### config.mk
export PLATFORM = sky130hd
export DESIGN_NAME = control_unit
export DESIGN_NICKNAME = d
export VERILOG_FILES = /design/src/rtl/control_unit.sv
export SDC_FILE = /design/constraint.sdc
export NUM_CORES = 1
export LEC_CHECK = 0
export CORE_AREA = 4 4 58 60
export CTS_CLUSTER_SIZE = 25
export DETAILED_ROUTE_END_ITERATION = 10
export DIE_AREA = 0 0 62 64
export GPL_ROUTABILITY_DRIVEN = 1
export HOLD_SLACK_MARGIN = 0.06
export PLACE_DENSITY_LB_ADDON = 0.1
export SLEW_MARGIN = 20
export SYNTH_ARGS = -nofsm -noshare
export SYNTH_HDL_FRONTEND = slang
export SYNTH_SLANG_ARGS = --single-unit
### constraint.sdc
create_clock -name CLK -period 2.1 [get_ports CLK]
set_input_delay 0.21 -clock CLK [delete_from_list [all_inputs] [get_ports CLK]]
set_output_delay 0.21 -clock CLK [all_outputs]
set_load 0.005 [all_outputs]
### src/rtl/control_unit.sv
// rtl/control_unit.sv - Multi-cycle control sequencer for the cs147sec05 32-bit processor
//
// Steps every instruction through FETCH, DECODE, EXE, MEM and WB, one clock
// each, and decodes the state plus the IR into the datapath control word.
//
// Ports:
//   CLK          system clock, all state changes on the rising edge
//   RST          asynchronous active-low reset (forces IDLE, CTRL = 0)
//   INSTRUCTION  IR contents, opcode [31:26], funct [5:0]
//   ZERO         ALU zero flag, used for the beq/bne branch decision in WB
//   CTRL         datapath control word (bits [31:29] always 0)
//   READ         memory read strobe, mirrors CTRL[5]
//   WRITE        memory write strobe, mirrors CTRL[6]
//
// Configuration: define CU_STACK_EN to decode push (0x1b) and pop (0x1c);
// otherwise they are treated as undefined opcodes.
module control_unit #(
  parameter int CTRL_WIDTH = 32
) (
  input  logic                  CLK,
  input  logic                  RST,
  input  logic [31:0]           INSTRUCTION,
  input  logic                  ZERO,
  output logic [CTRL_WIDTH-1:0] CTRL,
  output logic                  READ,
  output logic                  WRITE
);

  localparam logic [2:0] S_IDLE   = 3'd0;
  localparam logic [2:0] S_FETCH  = 3'd1;
  localparam logic [2:0] S_DECODE = 3'd2;
  localparam logic [2:0] S_EXE    = 3'd3;
  localparam logic [2:0] S_MEM    = 3'd4;
  localparam logic [2:0] S_WB     = 3'd5;

  localparam int PC_LOAD   = 0;
  localparam int PC_SEL_1  = 1;
  localparam int PC_SEL_2  = 2;
  localparam int PC_SEL_3  = 3;
  localparam int IR_LOAD   = 4;
  localparam int MEM_R     = 5;
  localparam int MEM_W     = 6;
  localparam int R1_SEL_1  = 7;
  localparam int REG_R     = 8;
  localparam int REG_W     = 9;
  localparam int WA_SEL_1  = 10;
  localparam int WA_SEL_2  = 11;
  localparam int WA_SEL_3  = 12;
  localparam int WD_SEL_1  = 13;
  localparam int WD_SEL_2  = 14;
  localparam int WD_SEL_3  = 15;
  localparam int SP_LOAD   = 16;
  localparam int OP1_SEL_1 = 17;
  localparam int OP2_SEL_1 = 18;
  localparam int OP2_SEL_2 = 19;
  localparam int OP2_SEL_3 = 20;
  localparam int OP2_SEL_4 = 21;
  localparam int ALU_LSB   = 22;
  localparam int MA_SEL_1  = 26;
  localparam int MA_SEL_2  = 27;
  localparam int MD_SEL_1  = 28;

  localparam logic [3:0] ALU_ADD = 4'd1;
  localparam logic [3:0] ALU_SUB = 4'd2;
  localparam logic [3:0] ALU_MUL = 4'd3;
  localparam logic [3:0] ALU_SHR = 4'd4;
  localparam logic [3:0] ALU_SHL = 4'd5;
  localparam logic [3:0] ALU_AND = 4'd6;
  localparam logic [3:0] ALU_OR  = 4'd7;
  localparam logic [3:0] ALU_NOR = 4'd8;
  localparam logic [3:0] ALU_SLT = 4'd9;

  logic [2:0]            state;
  logic [5:0]            opcode;
  logic [5:0]            funct;
  logic                  unused_fields;
  logic                  r_alu, r_shift, r_jr;
  logic                  i_alu_se, i_alu_ze, is_lui, is_beq, is_bne;
  logic                  is_lw, is_sw, is_jmp, is_jal, is_push, is_pop;
  logic [3:0]            alu_code;
  logic                  defined, writes_rd, writes_rt, writes_reg;
  logic [CTRL_WIDTH-1:0] held;
  logic [CTRL_WIDTH-1:0] ctrl;

  assign opcode        = INSTRUCTION[31:26];
  assign funct         = INSTRUCTION[5:0];
  assign unused_fields = ^INSTRUCTION[25:6];

  always_ff @(posedge CLK or negedge RST) begin
    if (!RST) begin
      state <= S_IDLE;
    end else begin
      case (state)
        S_IDLE:   state <= S_FETCH;
        S_FETCH:  state <= S_DECODE;
        S_DECODE: state <= S_EXE;
        S_EXE:    state <= S_MEM;
        S_MEM:    state <= S_WB;
        S_WB:     state <= S_FETCH;
        default:  state <= S_IDLE;
      endcase
    end
  end

  // Instruction classification; anything not matched leaves every flag low.
  always_comb begin
    r_alu    = 1'b0;
    r_shift  = 1'b0;
    r_jr     = 1'b0;
    i_alu_se = 1'b0;
    i_alu_ze = 1'b0;
    is_lui   = 1'b0;
    is_beq   = 1'b0;
    is_bne   = 1'b0;
    is_lw    = 1'b0;
    is_sw    = 1'b0;
    is_jmp   = 1'b0;
    is_jal   = 1'b0;
    is_push  = 1'b0;
    is_pop   = 1'b0;
    alu_code = 4'd0;
    case (opcode)
      6'h00: begin
        case (funct)
          6'h20: begin r_alu = 1'b1;   alu_code = ALU_ADD; end
          6'h22: begin r_alu = 1'b1;   alu_code = ALU_SUB; end
          6'h2c: begin r_alu = 1'b1;   alu_code = ALU_MUL; end
          6'h24: begin r_alu = 1'b1;   alu_code = ALU_AND; end
          6'h25: begin r_alu = 1'b1;   alu_code = ALU_OR;  end
          6'h27: begin r_alu = 1'b1;   alu_code = ALU_NOR; end
          6'h2a: begin r_alu = 1'b1;   alu_code = ALU_SLT; end
          6'h01: begin r_shift = 1'b1; alu_code = ALU_SHL; end
          6'h02: begin r_shift = 1'b1; alu_code = ALU_SHR; end
          6'h08: r_jr = 1'b1;
          default: ;
        endcase
      end
      6'h08: begin i_alu_se = 1'b1; alu_code = ALU_ADD; end
      6'h0a: begin i_alu_se = 1'b1; alu_code = ALU_SLT; end
      6'h0c: begin i_alu_ze = 1'b1; alu_code = ALU_AND; end
      6'h0d: begin i_alu_ze = 1'b1; alu_code = ALU_OR;  end
      6'h0f: is_lui = 1'b1;
      6'h04: begin is_beq = 1'b1; alu_code = ALU_SUB; end
      6'h05: begin is_bne = 1'b1; alu_code = ALU_SUB; end
      6'h23: begin is_lw = 1'b1;  alu_code = ALU_ADD; end
      6'h2b: begin is_sw = 1'b1;  alu_code = ALU_ADD; end
      6'h02: is_jmp = 1'b1;
      6'h03: is_jal = 1'b1;
`ifdef CU_STACK_EN
      6'h1b: begin is_push = 1'b1; alu_code = ALU_SUB; end
      6'h1c: begin is_pop = 1'b1;  alu_code = ALU_ADD; end
`else
      6'h1b, 6'h1c: ;
`endif
      default: ;
    endcase
  end

  assign writes_rd  = r_alu | r_shift;
  assign writes_rt  = i_alu_se | i_alu_ze | is_lui | is_lw;
  assign writes_reg = writes_rd | writes_rt | is_jal | is_pop;
  assign defined    = writes_rd | r_jr | i_alu_se | i_alu_ze | is_lui | is_beq | is_bne
                    | is_lw | is_sw | is_jmp | is_jal | is_push | is_pop;

  // Register read and ALU operand selects, held from EXE through WB so that
  // ALU_out and ZERO stay stable while memory and the write-back use them.
  always_comb begin
    held                  = '0;
    held[REG_R]           = defined;
    held[R1_SEL_1]        = is_push;
    held[ALU_LSB +: 4]    = alu_code;
    held[OP2_SEL_4]       = r_alu | is_beq | is_bne;
    held[OP2_SEL_3]       = r_shift | is_push | is_pop;
    held[OP2_SEL_1]       = r_shift;
    held[OP2_SEL_2]       = i_alu_se | is_lw | is_sw;
    held[OP1_SEL_1]       = is_push | is_pop;
  end

  always_comb begin
    ctrl = '0;
    case (state)
      S_FETCH: begin
        ctrl[MEM_R]    = 1'b1;
        ctrl[MA_SEL_2] = 1'b1;
        ctrl[IR_LOAD]  = 1'b1;
      end
      S_DECODE: begin
        ctrl[REG_R]    = defined;
        ctrl[R1_SEL_1] = is_push;
      end
      S_EXE: ctrl = held;
      S_MEM: begin
        ctrl           = held;
        ctrl[MEM_R]    = is_lw | is_pop;
        ctrl[MEM_W]    = is_sw | is_push;
        ctrl[MA_SEL_1] = is_push;
        ctrl[MD_SEL_1] = is_push;
      end
      S_WB: begin
        ctrl           = held;
        ctrl[PC_LOAD]  = 1'b1;
        ctrl[PC_SEL_1] = !r_jr;
        ctrl[PC_SEL_3] = !(is_jmp | is_jal);
        ctrl[PC_SEL_2] = (is_beq & ZERO) | (is_bne & !ZERO);
        ctrl[REG_W]    = writes_reg;
        // rd/rt go through wa_sel_3=1; R31 (jal) and R0 (pop) through wa_sel_3=0.
        ctrl[WA_SEL_3] = writes_rd | writes_rt;
        ctrl[WA_SEL_1] = writes_rt;
        ctrl[WA_SEL_2] = is_jal;
        // wd_sel_3=0 picks PC+1 for jal; otherwise ALU, immediate or memory data.
        ctrl[WD_SEL_3] = writes_reg & !is_jal;
        ctrl[WD_SEL_2] = is_lui;
        ctrl[WD_SEL_1] = is_lw | is_pop;
        ctrl[SP_LOAD]  = is_push | is_pop;
      end
      default: ctrl = '0;
    endcase
  end

  assign CTRL  = ctrl;
  assign READ  = ctrl[MEM_R];
  assign WRITE = ctrl[MEM_W];

endmodule

==> metrics.log, run 1 <==
[metrics] flip-flop count of the largest register, all copies and words added: 3
[metrics] share of final-layout standard cells stronger than drive strength 1: 43.6%
[metrics] most common cell after layout, fill and taps aside: buf_4
[metrics] sequential cell fraction of total power: 15.3%
[metrics] number of sinks on the clock net: 3
[metrics] post-cts hold buffer count: 0
[metrics] GPL Wtd Cong: 0.830
[metrics] worst setup timing slack at the placement stage: -0.576 ns
[metrics] Final Total Pwr: 0.380 mW
[metrics] Initial Util: 31.9%
[metrics] proportion of register bits with asynchronous set or reset after synthesis: 100%
[metrics] number of detailed-routing iterations run before antenna repair: 4
[metrics] detailed placer's ending HPWL: 2710 um
[metrics] post-route clock skew: 0.00170 ns
[metrics] category of the most critical setup path: in2out
[metrics] library cell contributing the largest single delay on the critical path: clkdlybuf4s50_1
[metrics] worst endpoint required time: 1.89 ns
[metrics] Highest Clock Rate: 496 MHz
[metrics] DRC violations left: 0
[metrics] Worst R2R Path Depth: 3
[metrics] number of instances in the synthesized netlist: 137
[metrics] slack of the critical path: 0.0828 ns
[metrics] final setup TNS: 0 ns
[metrics] worst-skew pair later-pin latency: 0.24 ns
[metrics] combinational fraction of design power: 57.4%
[metrics] cell internal power dissipation: 0.243 mW
[metrics] nets: 263
[metrics] Main synth FF type: dfrtp_1
[metrics] largest registers: state: 3 flops
[metrics] number of setup violations in the final report: 0
[metrics] die width: 62 um
[metrics] via total after detailed routing: 1349
[metrics] Most common cell on crit path: buf_4
[metrics] clock share of power: 27.3%
[metrics] Cell Pwr Density: 206 mW/mm2
[metrics] maximum level of the CTS H-tree: 1
[metrics] first-pass GRT wire length: 5620 um
[metrics] final count of hold timing violations: 0
[metrics] total standard cell area after synthesis: 933 um2
[metrics] combined flip-flop and latch cell area: 76.3 um2
[metrics] slack of the worst reg-to-reg path: 1.13 ns
[metrics] count of distinct cell types in the synthesized netlist: 47
[metrics] number of antenna violations at the first check in global routing: 0
[metrics] Post-synth EDFFs: 0
[metrics] layout-stage area growth over the synthesis result: 98.1%
[metrics] max-cap violation count: 0
[metrics] via count normalized by instance count: 5.19
[metrics] Reg2Reg Launch Point: state[1]
[metrics] clock buffers created by TritonCTS: 3
[metrics] average size of a mapped cell: 6.81 um2
[metrics] Worst Hold Class: in2async
[metrics] CTS Root Buffer Type: clkbuf_4
[metrics] sequential share of the synthesized area: 8.04%
[metrics] WL final: 3610 um
[metrics] CP endpoint kind: output pin
[metrics] area occupied by multi-input gates: 850 um2
[metrics] endpoint arrival time on the critical path: 1.81 ns
[metrics] Startpoint Class: input port
[metrics] pin count of the biggest net entering global routing: 12
[metrics] power dissipated by switching net loads: 0.137 mW
[metrics] leftover overflow at the end of global routing: 0
[metrics] portion of the clock cycle consumed by the worst path in the final layout: 96.1%
[metrics] clock slew seen by the registers of the worst setup and hold paths: 0.04 ns
[metrics] worst ir drop on vdd: 0.282 mV
[metrics] register bank with the most flops: state
[metrics] First DRT Iteration DRCs: 40
[metrics] Yosys reg bits: 3
[metrics] top library cells by usage in the layout, fill and taps aside: 53 x buf_4, 15 x dlygate4sd2_1, 11 x a21oi_1
[metrics] number of I/O port buffers: 40
[metrics] CORE AREA: 0.00293 mm2
[metrics] outcome: completed
[metrics] time the worst path needs with I/O delays and setup: 2.02 ns
[metrics] number of pins with negative max-slew slack in the final report: 0
[metrics] cells along the critical path: dlygate4sd2_1, buf_6, o32a_1, nor3_1, buf_4, buf_4, clkdlybuf4s50_1
[metrics] CTS tree: built
[metrics] leakage power: 0.959 nW
[metrics] Fillers: 282
[metrics] fraction of power spent switching nets: 36.1%
[metrics] die height: 64 um
[metrics] unrepaired setup endpoints after global routing: true
[metrics] total number of placement rows: 20
[metrics] synthesis warning total: 0
[metrics] minimum hold slack: 0.152 ns
[metrics] Global Route Usage Sum: 18.2%
[metrics] io pins: 69
[metrics] maximum fanout along the worst path: 11
[metrics] number of global-route vias before repair: 1300
[metrics] Die Area: 0.00397 mm2
[metrics] post-detailed-route wirelength per cell: 13.9 um
[metrics] Core Util, Final: 63.2%
[metrics] Antenna Violating Nets Remaining: 0
[metrics] end of the worst register-to-register path: state[2]
[metrics] Antenna Diode Count: 0
[metrics] Critical Path Max Stage Delay: 0.48 ns
[metrics] Max clock buf depth: 2
area by class of cell:
type                    count  share of cell area, %
multi-input cells         118                   45.9
repair buffers            100                   45.9
flip-flops and latches      3                   4.13
well taps                  33                   2.23
clock buffers               4                   1.42
inverters                   2                  0.406
power groups by stage:
stage	Combinational [mW]	Sequential [mW]	Clock (mW)
finish	0.218	0.0582	0.104
global route	0.236	0.0580	0.120
CTS	0.199	0.0581	0.109
floorplan	0.0986	0.0589	0
global placement	0.191	0.0589	0
detailed placement	0.195	0.0589	0
what timing repair did:
action	4_1_cts	5_1_grt
gates resized for setup	47	34
gates cloned	0	1
setup endpoints to repair	23	20
buffers inserted	5	7
pin swaps	5	13
hold endpoints to repair	0	0
routing by layer:
layer  GRT usage, %  up-vias  share of wire (%)
li1               -      660                  -
met1           19.9      638                 39
met2           32.8       39                 52
met3           3.43       12                5.3
met4           7.16        0                2.9
met5              0        -                  0
through the flow:
stage / cell area, um2 / cells
2_1_floorplan: 960 / 144
3_3_place_gp: 1620 / 243
3_5_place_dp: 1620 / 243
4_1_cts: 1720 / 252
5_1_grt: 1850 / 260
6_report: 1850 / 260
worst max-delay path, delay by kind of cell:
family,cells,cell delay [ns]
buf+inv,5,1.12
compound gates,1,0.34
simple gates,1,0.13
worst max path at each step:
stage | start | depth (start not counted) | slack (ns) | endpoint
6_report | INSTRUCTION[29] | 7 | 0.08 | CTRL[10]
5_1_grt | state[1] | 6 | -0.03 | CTRL[10]
4_1_cts | INSTRUCTION[2] | 8 | -0.1 | CTRL[22]
3_5_place_dp | INSTRUCTION[5] | 7 | -0.58 | CTRL[22]
3_3_place_gp | INSTRUCTION[5] | 7 | -0.49 | CTRL[22]
2_1_floorplan | state[1] | 6 | 0.44 | CTRL[20]
cell usage after synthesis, drive strengths merged (2+ instances only):
master / n / area, um2
nor3: 6 / 35.0
o22ai: 3 / 25.0
o211ai: 2 / 15.0
nand2: 10 / 40.0
and3: 3 / 18.8
o21ai: 5 / 25.0
nand2b: 8 / 50.1
a31oi: 2 / 12.5
buf: 18 / 128
inv: 2 / 7.51
xnor2: 5 / 43.8
clkbuf: 3 / 11.3
nor4b: 2 / 23.8
a31o: 2 / 17.5
nor2: 11 / 43.8
a21oi: 14 / 70.1
nor2b: 9 / 56.3
nor4: 6 / 52.6
nand3: 3 / 15.0
dfrtp: 3 / 75.1
kinds of logic after synthesis:
logic type | share of synthesized area, %
flops | 8.04
buf+inv | 15.7
simple gates | 41.7
other cells | 0.402
mux | 1.07
xor+xnor | 4.69
compound gates | 28.4
Note: power is estimated with default switching activity, not from simulation.
==> inputs of run 2 (changes only) <==
--- a/config.mk
+++ b/config.mk
@@ -16,3 +16,4 @@
 export SYNTH_ARGS = -nofsm -noshare
 export SYNTH_HDL_FRONTEND = slang
 export SYNTH_SLANG_ARGS = --single-unit
+export TNS_END_PERCENT = 100
==> results of run 2 <==
The final DEF is identical to that of run 1; final timing and power are the same.
==> RTL edit: new RTL, config.mk and constraints of run 2 <==
Reset style: synchronous (`RST`), changed in one clocked block. Comments in the files are not updated.
--- a/src/rtl/control_unit.sv
+++ b/src/rtl/control_unit.sv
@@ -86,7 +86,7 @@
   assign funct         = INSTRUCTION[5:0];
   assign unused_fields = ^INSTRUCTION[25:6];
 
-  always_ff @(posedge CLK or negedge RST) begin
+  always_ff @(posedge CLK) begin
     if (!RST) begin
       state <= S_IDLE;
     end else begin
Behaviour: differs if RST is asserted again (counterexample within 4 cycles, from zero or initial values and one cycle with RST low); with RST held inactive, the same outputs for 10 cycles.
==> RTL edit against run 2 <==
- cell count fell by 7.3%
- synthesized cell count did not move
- cell area fell by 11%
- setup slack improved by 0.022 ns
- largest cell class unchanged
- routed wire length fell by 8.3%
- largest power group unchanged
- clock power fell by 5%
- count of clock-buffer cells in the layout did not move
- area after synthesis fell by 6.6%
- total power rose by 13%
- non-clock buffer count fell by 19
- sequential cell count did not move
- first-iteration DRC count rose by 25%
==> RTL edit: results (changes against run 2) <==
| Metric | Value |
|---|---|
| Status | finished, final reports clean (unchanged) |
| Placed cell area | 1445 µm² (was 1615 µm²) |
| Post-CTS Resized | 52 (was 47) |
| Mux cell area share after synthesis | 2.439% (was 1.072%) |
| Layout area overhead | 88.81% (was 98.12%) |
| Asr flop ratio synth | 0% (was 100.0%) |
| DP Wirelength | 2315 µm (was 2714 µm) |
| Tot GR Track Use | 17.11% (was 18.22%) |
| First-pass GRT wire length | 5437 µm (was 5616 µm) |
| Lkg Pwr | 0.7674 nW (was 0.9587 nW) |
| Routability cong. | 0.7792 (was 0.8298) |
| Clock Skew | 0.003608 ns (was 0.001696 ns) |
| Share of total power in the clock network | 23.0% (was 27.3%) |
| Final wirelength | 3311 µm (was 3609 µm) |
| Clk tree area frac | 1.596% (was 1.421%) |
| Total number of vias | 1259 (was 1349) |
| Vias in the first global route | 1210 (was 1300) |
| HP Class | flop to flop (was input pin to asynchronous set/reset pin) |
| Peak supply drop | 0.2883 mV (was 0.2816 mV) |
| Non-clk invs | 3 (was 2) |
| Most common library cells after synthesis | nor2_1, a21oi_1, buf_4 (was buf_4, a21oi_1, nor2_1) |
| Comb_multi_in | 117 (was 118) |
| Yosys cell types | 45 (was 47) |
| Placed insts | 228 (was 243) |
| Layout cells sized above 1 | 33.65% (was 43.61%) |
| Routed WL per cell | 13.74 µm (was 13.88 µm) |
| Detailed router's first-iteration violation count | 50 (was 40) |
| Largest cells by area after synthesis | buf_4, a21oi_1, nor2_1 (was buf_4, dfrtp_1, a21oi_1) |
| P_sw | 0.1608 mW (was 0.1371 mW) |
| Signal buffers share of area | 42.55% (was 45.87%) |
| Seq Cell Count | 3 (unchanged) |
| Comb power frac | 60.2% (was 57.4%) |
| Post-CTS setup buffers | 7 (was 5) |
| Buffers outside the clock class | 81 (was 100) |
| Main synth FF type | dfxtp_1 (was dfrtp_1) |
| Seq/Total Area, Yosys | 6.887% (was 8.043%) |
| Fraction of area in multi-input gates | 48.94% (was 45.94%) |
-- RTL edit: changes by cell type in the layout (fill, tap and decap cells not counted), sizes merged, moves of 3 or more --
cell	delta
dlymetal6s2s	-5
clkbuf	-3
dlygate4sd2	+3
buf	-20
nor2	+6
clkdlybuf4s50	+4
dfxtp	+3
dfrtp	-3
-- RTL edit: worst max-delay path: stages --
cell	delay, ns
dlygate4sd2_1	0.27
buf_4	0.16
nor2_4	0.09
nand2_1	0.09
nor4_2	0.15
buf_4	0.17
buf_4	0.10
buf_4	0.10
nand3b_1	0.08
a21oi_1	0.15
clkdlybuf4s15_2	0.21
-- RTL edit: worst paths after layout --
check	from	end	slack [ns]
setup / recovery	INSTRUCTION[31]	CTRL[24]	0.10
hold / removal	state[2]$_SDFF_PN0_	state[1]$_SDFF_PN0_	0.48
setup reg to reg	state[0]$_SDFF_PN0_	state[2]$_SDFF_PN0_	1.12
hold reg to reg	state[2]$_SDFF_PN0_	state[1]$_SDFF_PN0_	0.48
-- RTL edit: per-stage QoR --
step | setup TNS (ns) | hold slack [ns] | worst slack [ns] | total power [mW]
6_report | 0 | 0.4798 | 0.1048 | 0.4301
5_1_grt | -0.05475 | 0.5062 | -0.04356 | 0.4689
4_1_cts | 0 | 0.5458 | 0.01726 | 0.4218
3_5_place_dp | -5.819 | 0.5139 | -0.5201 | 0.2981
3_3_place_gp | -5.450 | 0.4937 | -0.4991 | 0.2956
2_1_floorplan | 0 | 0.3559 | 0.3640 | 0.1973
-- RTL edit: routing by layer --
layer | GRT usage [%] | vias to the layer above | wire [µm]
met5 | 0 | - | 0
met4 | 5.305 | 0 | 27
met3 | 2.626 | 4 | 198
met2 | 27.85 | 52 | 1695
met1 | 22.41 | 587 | 1389
li1 | - | 616 | -
